==> config.mk <==
export PLATFORM = sky130hd
export DESIGN_NAME = debounce_sync
export DESIGN_NICKNAME = d
export VERILOG_FILES = /design/src/rtl/debounce_sync.sv
export SDC_FILE = /design/constraint.sdc
export NUM_CORES = 1
export LEC_CHECK = 0
export BUFFER_PORTS_ARGS = -buffer_cell sky130_fd_sc_hd__buf_2
export CAP_MARGIN = 20
export CORE_MARGIN = 3
export CORE_UTILIZATION = 43
export CTS_CLUSTER_SIZE = 12
export DETAILED_ROUTE_END_ITERATION = 10
export MAX_ROUTING_LAYER = met4
export PLACE_DENSITY = 0.72
export SETUP_SLACK_MARGIN = 0.02
export SYNTH_ARGS = -nofsm -noshare
export SYNTH_HDL_FRONTEND = slang
export SYNTH_SLANG_ARGS = --single-unit
==> constraint.sdc <==
create_clock -name clk -period 3.6 [get_ports clk]
set_input_delay 0.36 -clock clk [delete_from_list [all_inputs] [get_ports clk]]
set_output_delay 0.36 -clock clk [all_outputs]
set_load 0.02 [all_outputs]
==> src/rtl/debounce_sync.sv <==
`default_nettype none
// ============================================================================
// Module   : debounce_sync
// Brief    : Synchronises a raw level into clk, qualifies it with a stability
//            counter and emits a clean level plus single-cycle edge pulses.
// Revision : 1.0 - initial release
// ============================================================================
module debounce_sync #(
  parameter int SYNC_STAGES = 2,
  parameter int STABLE_CNT  = 50000
) (
  input  logic clk,
  input  logic reset,
  input  logic din_async,
  output logic dout,
  output logic rise,
  output logic fall,
  output logic busy
);

  localparam int              CNT_W      = $clog2(STABLE_CNT);
  localparam logic [CNT_W-1:0] C_CNT_LAST = CNT_W'(STABLE_CNT - 1);
  localparam logic [CNT_W-1:0] C_CNT_ONE  = CNT_W'(1);

  localparam logic [1:0] C_STABLE_LO = 2'd0;
  localparam logic [1:0] C_WAIT_HI   = 2'd1;
  localparam logic [1:0] C_STABLE_HI = 2'd2;
  localparam logic [1:0] C_WAIT_LO   = 2'd3;

  logic [SYNC_STAGES-1:0] sync_q, sync_d;
  logic [1:0]             state_q, state_d;
  logic [CNT_W-1:0]       cnt_q, cnt_d;
  logic                   dout_q, dout_d;
  logic                   rise_q, rise_d;
  logic                   fall_q, fall_d;
  logic                   s;

  // Bit 0 takes the raw input; the last stage is the only sampled value.
  assign sync_d = {sync_q[SYNC_STAGES-2:0], din_async};
  assign s      = sync_q[SYNC_STAGES-1];

  always_ff @(posedge clk or negedge reset) begin
    if (!reset) begin
      sync_q  <= '0;
      state_q <= C_STABLE_LO;
      cnt_q   <= '0;
      dout_q  <= 1'b0;
      rise_q  <= 1'b0;
      fall_q  <= 1'b0;
    end else begin
      sync_q  <= sync_d;
      state_q <= state_d;
      cnt_q   <= cnt_d;
      dout_q  <= dout_d;
      rise_q  <= rise_d;
      fall_q  <= fall_d;
    end
  end

  always_comb begin
    state_d = state_q;
    cnt_d   = cnt_q;
    case (state_q)
      C_STABLE_LO: begin
        if (s) begin
          state_d = C_WAIT_HI;
          cnt_d   = C_CNT_ONE;
        end else begin
          cnt_d   = '0;
        end
      end
      C_WAIT_HI: begin
        if (!s) begin
          state_d = C_STABLE_LO;
          cnt_d   = '0;
        end else if (cnt_q == C_CNT_LAST) begin
          state_d = C_STABLE_HI;
          cnt_d   = '0;
        end else begin
          cnt_d   = cnt_q + C_CNT_ONE;
        end
      end
      C_STABLE_HI: begin
        if (!s) begin
          state_d = C_WAIT_LO;
          cnt_d   = C_CNT_ONE;
        end else begin
          cnt_d   = '0;
        end
      end
      C_WAIT_LO: begin
        if (s) begin
          state_d = C_STABLE_HI;
          cnt_d   = '0;
        end else if (cnt_q == C_CNT_LAST) begin
          state_d = C_STABLE_LO;
          cnt_d   = '0;
        end else begin
          cnt_d   = cnt_q + C_CNT_ONE;
        end
      end
      default: begin
        state_d = C_STABLE_LO;
        cnt_d   = '0;
      end
    endcase
  end

  // Pulses fire only on a completed qualification, never on a rejected glitch.
  always_comb begin
    dout_d = (state_d == C_STABLE_HI) || (state_d == C_WAIT_LO);
    rise_d = (state_q == C_WAIT_HI) && (state_d == C_STABLE_HI);
    fall_d = (state_q == C_WAIT_LO) && (state_d == C_STABLE_LO);
  end

  assign dout = dout_q;
  assign rise = rise_q;
  assign fall = fall_q;
  assign busy = (state_q == C_WAIT_HI) || (state_q == C_WAIT_LO);

endmodule
`default_nettype wire

==> reports/metrics.csv, run 1 <==
metric,value,unit
status,"finished, violations left",
failing checks,negative hold slack,
most frequent cells in the layout,"dfrtp_1 (23), nor2_1 (16), xnor2_1 (11)",
Synthesized Nets,103,
Synth async-reset ratio,100,%
Post-synth EDFFs,0,
area of the multi-input gates,444,sq um
Antenna Diode Count,0,
synthesis-to-layout area growth,7.16,%
post-CTS sizing,0,
H-tree depth,1,
NumNets Final,110,
critical path class,flop to flop,
Die Ht,55.4,microns
Power Density,352,nW/um^2
cell count after synthesis,99,
post-DP HPWL,1210,microns
fin area,1120,sq um
"CTS clk-pin slew, worst paths",130,ps
Worst Tran Pin Value,497,ps
WL per Instance,13.1,microns
Logic pwr share,3.7,%
pins over their slew limit,0,
number of buffers created by CTS,3,
switching share of total power,22.3,%
CTS tree,done,
GRT Overall Usage,13.5,%
Yosys top cell area share,54.9,%
drt drc,0,
startpoint class of the critical path,flop,
Core Region,2250,sq um
sw power,88.4,uW
GRT overflow,0,
FF+latch area,576,sq um
clock root buffer,clkbuf_4,
max cap viols,0,
initial core utilization,46.5,%
Worst-Skew Late Latency,310,ps
mean post-synth cell area,10.6,sq um
largest area contributor in the netlist,dfrtp_1,
Fin. Hold Viols,13,
pre-CTS WS,1520,ps
worst hold path type,primary input to async pin,
Worst slew margin,66.9,%
final setup skew,6.51,ps
sequential fraction of the synthesis area,54.9,%
I/O pin cnt,7,
fillers,210,
vias in the first global route,721,
Post-synth top flop,dfrtp_1,
f_max,0.478,GHz
"Setup Fix Bufs, Post-CTS",0,
final worst setup slack,1510,ps
period utilization,58.2,%
Detailed Routing Iterations Pass 1,4,
"Cell Area, Placed",1100,sq um
RD Place Congestion,0.836,
hold slack,-6.24,ps
Area contributors post-synth,"dfrtp_1 (55%), xnor2_1 (9.2%), nor2_1 (5.7%)",
global-route wire length before repair,3210,microns
Required @ worst endpoint,3810,ps
Via Count,679,
remaining antenna violation count,0,
setup TNS,0,ps
Worst EP arrival,2300,ps
largest net degree at the start of global routing,24,
Clock Sinks,23,
Netlist cell types,23,
synth warn,0,
Flop pwr share,66.7,%
Worst VDD drop,0.305,mV
setup violators final,0,
RSZ-0062 raised after global routing,no,
vias per cell,5.11,
row count,17,
Clock power frac,29.6,%
WL final,1750,microns
die area,3070,sq um
worst-case clock buffer depth,2,
crit path time final,2090,ps
die span in x,55.4,microns
initial antenna violation count,0,
#FFs+latches synth,23,
Int Pwr,307,uW
synthesized cell area,1050,sq um
crit end category,flop,
CTS Hold Bufs,0,
share of layout cells above drive strength 1,14.3,%
CP Max Fanout,5,
IO Port Bufs,6,
"commonest non-fill, non-tap cell in the layout",dfrtp_1,
LEAKAGE,0.000453,uW
initial DRC count,17,
==> per-stage QoR <==
step           cells  total power, uW  util, %
2_1_floorplan     99              277        -
6_report         133              396     49.8
3_3_place_gp     129              284     48.6
4_1_cts          133              404     49.8
3_5_place_dp     129              285     48.6
5_1_grt          133              416     49.8
==> power groups by stage <==
stage          clock, uW  combinational [uW]  sequential (uW)
2_1_floorplan          0                8.34              269
3_3_place_gp           0                15.1              269
3_5_place_dp           0                15.4              269
4_1_cts              124                15.4              264
5_1_grt              134                16.9              265
6_report             117                14.5              264
==> worst paths after layout <==
| check | slack (ps) | to | start | depth (start not counted) |
|---|---|---|---|---|
| worst max register to register | 1510 | dout | cnt_q[4] | 3 |
| min in group clk | 150 | sync_q[0] | din_async | 1 |
| worst min-delay path | -6 | cnt_q[3] | reset | 1 |
| worst min register to register | 360 | sync_q[1] | sync_q[0] | 0 |
| worst max-delay path | 1510 | dout | cnt_q[4] | 3 |
| max in group asynchronous | 3260 | cnt_q[15] | reset | 1 |
==> logic make-up after synthesis <==
| family | count (synthesis) | share of synthesized area (%) |
|---|---|---|
| AO/OA/AOI/OAI | 3 | 1.91 |
| XOR/XNOR | 14 | 11.7 |
| adder cells (fa/ha/maj) | 1 | 1.19 |
| buffers and inverters | 7 | 2.74 |
| flip-flops | 23 | 54.9 |
| multiplexers | 2 | 2.86 |
| AND/OR/NAND/NOR | 49 | 24.7 |
==> flip-flops by register name, indices dropped and copies added, names as in the netlist <==
signal / cells
rise: 1
dout: 1
cnt_q: 16
sync_q: 2
fall: 1
state_q: 2
==> critical path, stage by stage (launching register included) <==
cell and delay [ps]:
dfrtp_1 450, or4b_1 550, or4_1 660, mux2_4 340
==> Yosys cell counts, types with 2 or more instances <==
master     n
inv_1      3
nor2_1    16
clkbuf_1   2
xor2_1     3
dfrtp_1   23
nand3_1    6
nor4_1     4
nor3b_1    2
nand2_1    5
nor3_1     4
or4_1      2
buf_2      2
nand4_1    4
xnor2_1   11
mux2_4     2
or4b_1     2
or2_2      2
==> layer usage <==
metal	up-vias	part of all wire (%)	GRT usage [%]
li1	348	-	-
met1	320	48	17.1
met2	9	48	20.1
met3	2	2.9	4.44
met4	0	0.69	4.86
met5	-	0	-
==> final cells by class <==
| type | instances | area share (%) |
|---|---|---|
| clock buffers | 3 | 2.00 |
| multi-input cells | 69 | 39.5 |
| clock inverters | 1 | 0.445 |
| flip-flops and latches | 23 | 51.2 |
| repair buffers | 6 | 2.67 |
| well taps | 28 | 3.12 |
| inverters | 3 | 1.00 |
Power figures use the tool's default switching activity.
==> run 2, diff against run 1 <==
Settings changed: ABC_AREA from default to 1.
Clock period 3.6 ns to 2.1 ns, I/O delays scaled along.
==> run 2 against run 1 <==
Net effect: the run now ends clean; sequential cell count unchanged; non-clock buffer count is 2 higher; first-iteration DRC count grew 47%; routed wire length is 6.9% higher; global-route usage increased by 0.65 points; critical endpoint is now cnt_q[8]; largest cell class unchanged.
==> reports/metrics.csv, run 2 <==
metric,value,unit,change
status,completed,,"was finished, violations left"
row count,17,,unchanged
Area contributors post-synth,"dfrtp_1 (52%), nand2_1 (8.9%), nor2_1 (8.9%)",,"was dfrtp_1 (55%), xnor2_1 (9.2%), nor2_1 (5.7%)"
max reg flops,16,,unchanged
worst hold path type,flop to flop,,was primary input to async pin
pins over their slew limit,0,,unchanged
GRT overflow,0,,unchanged
GRT Overall Usage,14.1,%,was 13.5%
Synth async-reset ratio,100,%,unchanged
drt drc,0,,unchanged
Worst Tran Pin Value,500,ps,was 497 ps
clock root buffer,clkbuf_4,,unchanged
hold slack,381,ps,was -6.24 ps
setup TNS,0,ps,unchanged
CTS tree,done,,unchanged
synth warn,0,,unchanged
remaining antenna violation count,0,,unchanged
Worst EP arrival,1650,ps,was 2300 ps
synth cell count leaders,"nand2_1 (26), nor2_1 (26), dfrtp_1 (23)",,"was dfrtp_1 (23), nor2_1 (16), xnor2_1 (11)"
WL final,1870,microns,was 1750 microns
post-DP HPWL,1460,microns,was 1210 microns
most frequent cells in the layout,"nand2_1 (26), nor2_1 (26), dfrtp_1 (23)",,"was dfrtp_1 (23), nor2_1 (16), xnor2_1 (11)"
IO Port Bufs,6,,unchanged
met1 usage,16.8,%,was 17.1%
initial core utilization,47.5,%,was 46.5%
cell count after synthesis,132,,was 99
WL per Instance,10.9,microns,was 13.1 microns
GR met2 Demand/Resource,22.6,%,was 20.1%
synthesis-to-layout area growth,9.76,%,was 7.16%
initial DRC count,25,,was 17
crit path time final,1440,ps,was 2090 ps
#FFs+latches synth,23,,unchanged
Yosys top cell area share,52.2,%,was 54.9%
simple-gate portion of the synthesized area,31.1,%,was 24.7%
die area,3210,sq um,was 3070 sq um
Antenna Diode Count,0,,unchanged
Clock Sinks,23,,unchanged
I/O pin cnt,7,,unchanged
RD Place Congestion,0.864,,was 0.836
setup violators final,0,,unchanged
Die Ht,56.6,microns,was 55.4 microns
Worst VDD drop,0.492,mV,was 0.305 mV
initial antenna violation count,0,,unchanged
die span in x,56.6,microns,was 55.4 microns
worst-case clock buffer depth,2,,unchanged
main combinational cell family by area after synthesis,simple AND/OR/NAND/NOR gates,,unchanged
largest area contributor in the netlist,dfrtp_1,,unchanged
met3 Track Usage GR,4.83,%,was 4.44%
total power,685,uW,was 396 uW
startpoint class of the critical path,flop,,unchanged
LEAKAGE,0.000585,uW,was 0.000453 uW
H-tree depth,1,,unchanged
max cap viols,0,,unchanged
Synthesized Nets,136,,was 103
Post-synth EDFFs,0,,unchanged
sequential fraction of the synthesis area,52.2,%,was 54.9%
"Setup Fix Bufs, Post-CTS",0,,unchanged
Top reg by flops,cnt_q,,unchanged
period utilization,68.6,%,was 58.2%
share of layout cells above drive strength 1,14.0,%,was 14.3%
post-synthesis mux area share,0,%,was 2.86%
CP Max Fanout,10,,was 5
final setup skew,8.22,ps,was 6.51 ps
Required @ worst endpoint,2310,ps,was 3810 ps
Fin. Hold Viols,0,,was 13
Compound-Gate Fraction of Synth Area,1.59,%,was 1.91%
mean post-synth cell area,8.35,sq um,was 10.6 sq um
NumNets Final,148,,was 110
f_max,0.694,GHz,was 0.478 GHz
fillers,218,,was 210
Post-Synth Adder-Cell Area,1.14,%,was 1.19%
critical path class,flop to flop,,unchanged
biggest regs,"cnt_q (16), state_q (2), sync_q (2)",,unchanged
Worst slew margin,66.7,%,was 66.9%
"CTS clk-pin slew, worst paths",120,ps,was 130 ps
vias per cell,4.80,,was 5.11
vias in the first global route,844,,was 721
crit end category,flop,,unchanged
Netlist cell types,19,,was 23
number of buffers created by CTS,3,,unchanged
Post-synth top flop,dfrtp_1,,unchanged
Detailed Routing Iterations Pass 1,4,,unchanged
Power Density,566,nW/um^2,was 352 nW/um^2
global-route wire length before repair,3470,microns,was 3210 microns
Via Count,821,,was 679
layer with the highest usage,met2,,unchanged
synthesized cell area,1100,sq um,was 1050 sq um
RSZ-0062 raised after global routing,no,,unchanged
largest net degree at the start of global routing,24,,unchanged
Synth Area in XOR/XNOR,7.15,%,was 11.7%
Core Region,2320,sq um,was 2250 sq um
Worst-Skew Late Latency,310,ps,about the same
run 2: worst paths after layout:
path / start / endpoint / slack, ps / depth (start not counted)
max: cnt_q[1] / cnt_q[8] / 660 / 8
min: sync_q[0] / sync_q[1] / 380 / 0
max reg2reg: cnt_q[1] / cnt_q[8] / 660 / 8
min reg2reg: sync_q[0] / sync_q[1] / 380 / 0
max in group asynchronous: reset / fall / 1370 / 2
min in group asynchronous: reset / cnt_q[8] / 390 / 2
run 2: where the power goes:
part	internal (uW)	switching (uW)	total, uW
sequential	448	4.54	453
clock	74.1	127	201
combinational	9.58	21.7	31.3
run 2: stage by stage:
step	instances	utilization (%)	setup WS (ps)	cell area [sq um]
after global placement	165	50.2	690	1160
after CTS	170	51.8	636	1200
after floorplan	132	-	784	1100
after detailed placement	165	50.2	648	1160
final	171	52.2	660	1210
after global routing	171	52.2	462	1210
run 2: worst max-delay path, cell delays in order (launching register included):
cell and delay (ps):
dfrtp_1 390, ha_1 190, nand3_1 120, nor2_1 150, nand2_1 100, nor2_4 130
nor2_4 60, inv_2 150, nor2_1 60
run 2: what timing repair did:
action | CTS | global route
endpoints found under the hold margin | 23 | 1
resized for setup | 0 | 0
hold buffers | 1 | 1
run 2: layer usage:
| metal | share of wire, % | vias up | routed length [microns] |
|---|---|---|---|
| met4 | 0.70 | 0 | 13 |
| met3 | 3.3 | 2 | 61 |
| met5 | 0 | - | 0 |
| met2 | 48 | 12 | 901 |
| met1 | 48 | 386 | 891 |
| li1 | - | 421 | - |
run 2: cell families (layout without fill, tap and decap cells):
kind of cell | Yosys count | in the layout
AO/OA/AOI/OAI | 3 | 3
AND/OR/NAND/NOR | 76 | 76
flip-flops | 23 | 23
XOR/XNOR | 9 | 9
buffers and inverters | 20 | 31
adder cells (fa/ha/maj) | 1 | 1
run 2: final cells by class:
| type | count | area [sq um] | area share, % |
|---|---|---|---|
| Sequential cell | 23 | 576 | 47.6 |
| Multi-Input combinational cell | 89 | 452 | 37.3 |
| Inverter | 19 | 71.3 | 5.89 |
| Timing Repair Buffer | 8 | 50.0 | 4.14 |
| Tap cell | 28 | 35.0 | 2.90 |
| Clock buffer | 4 | 26.3 | 2.17 |
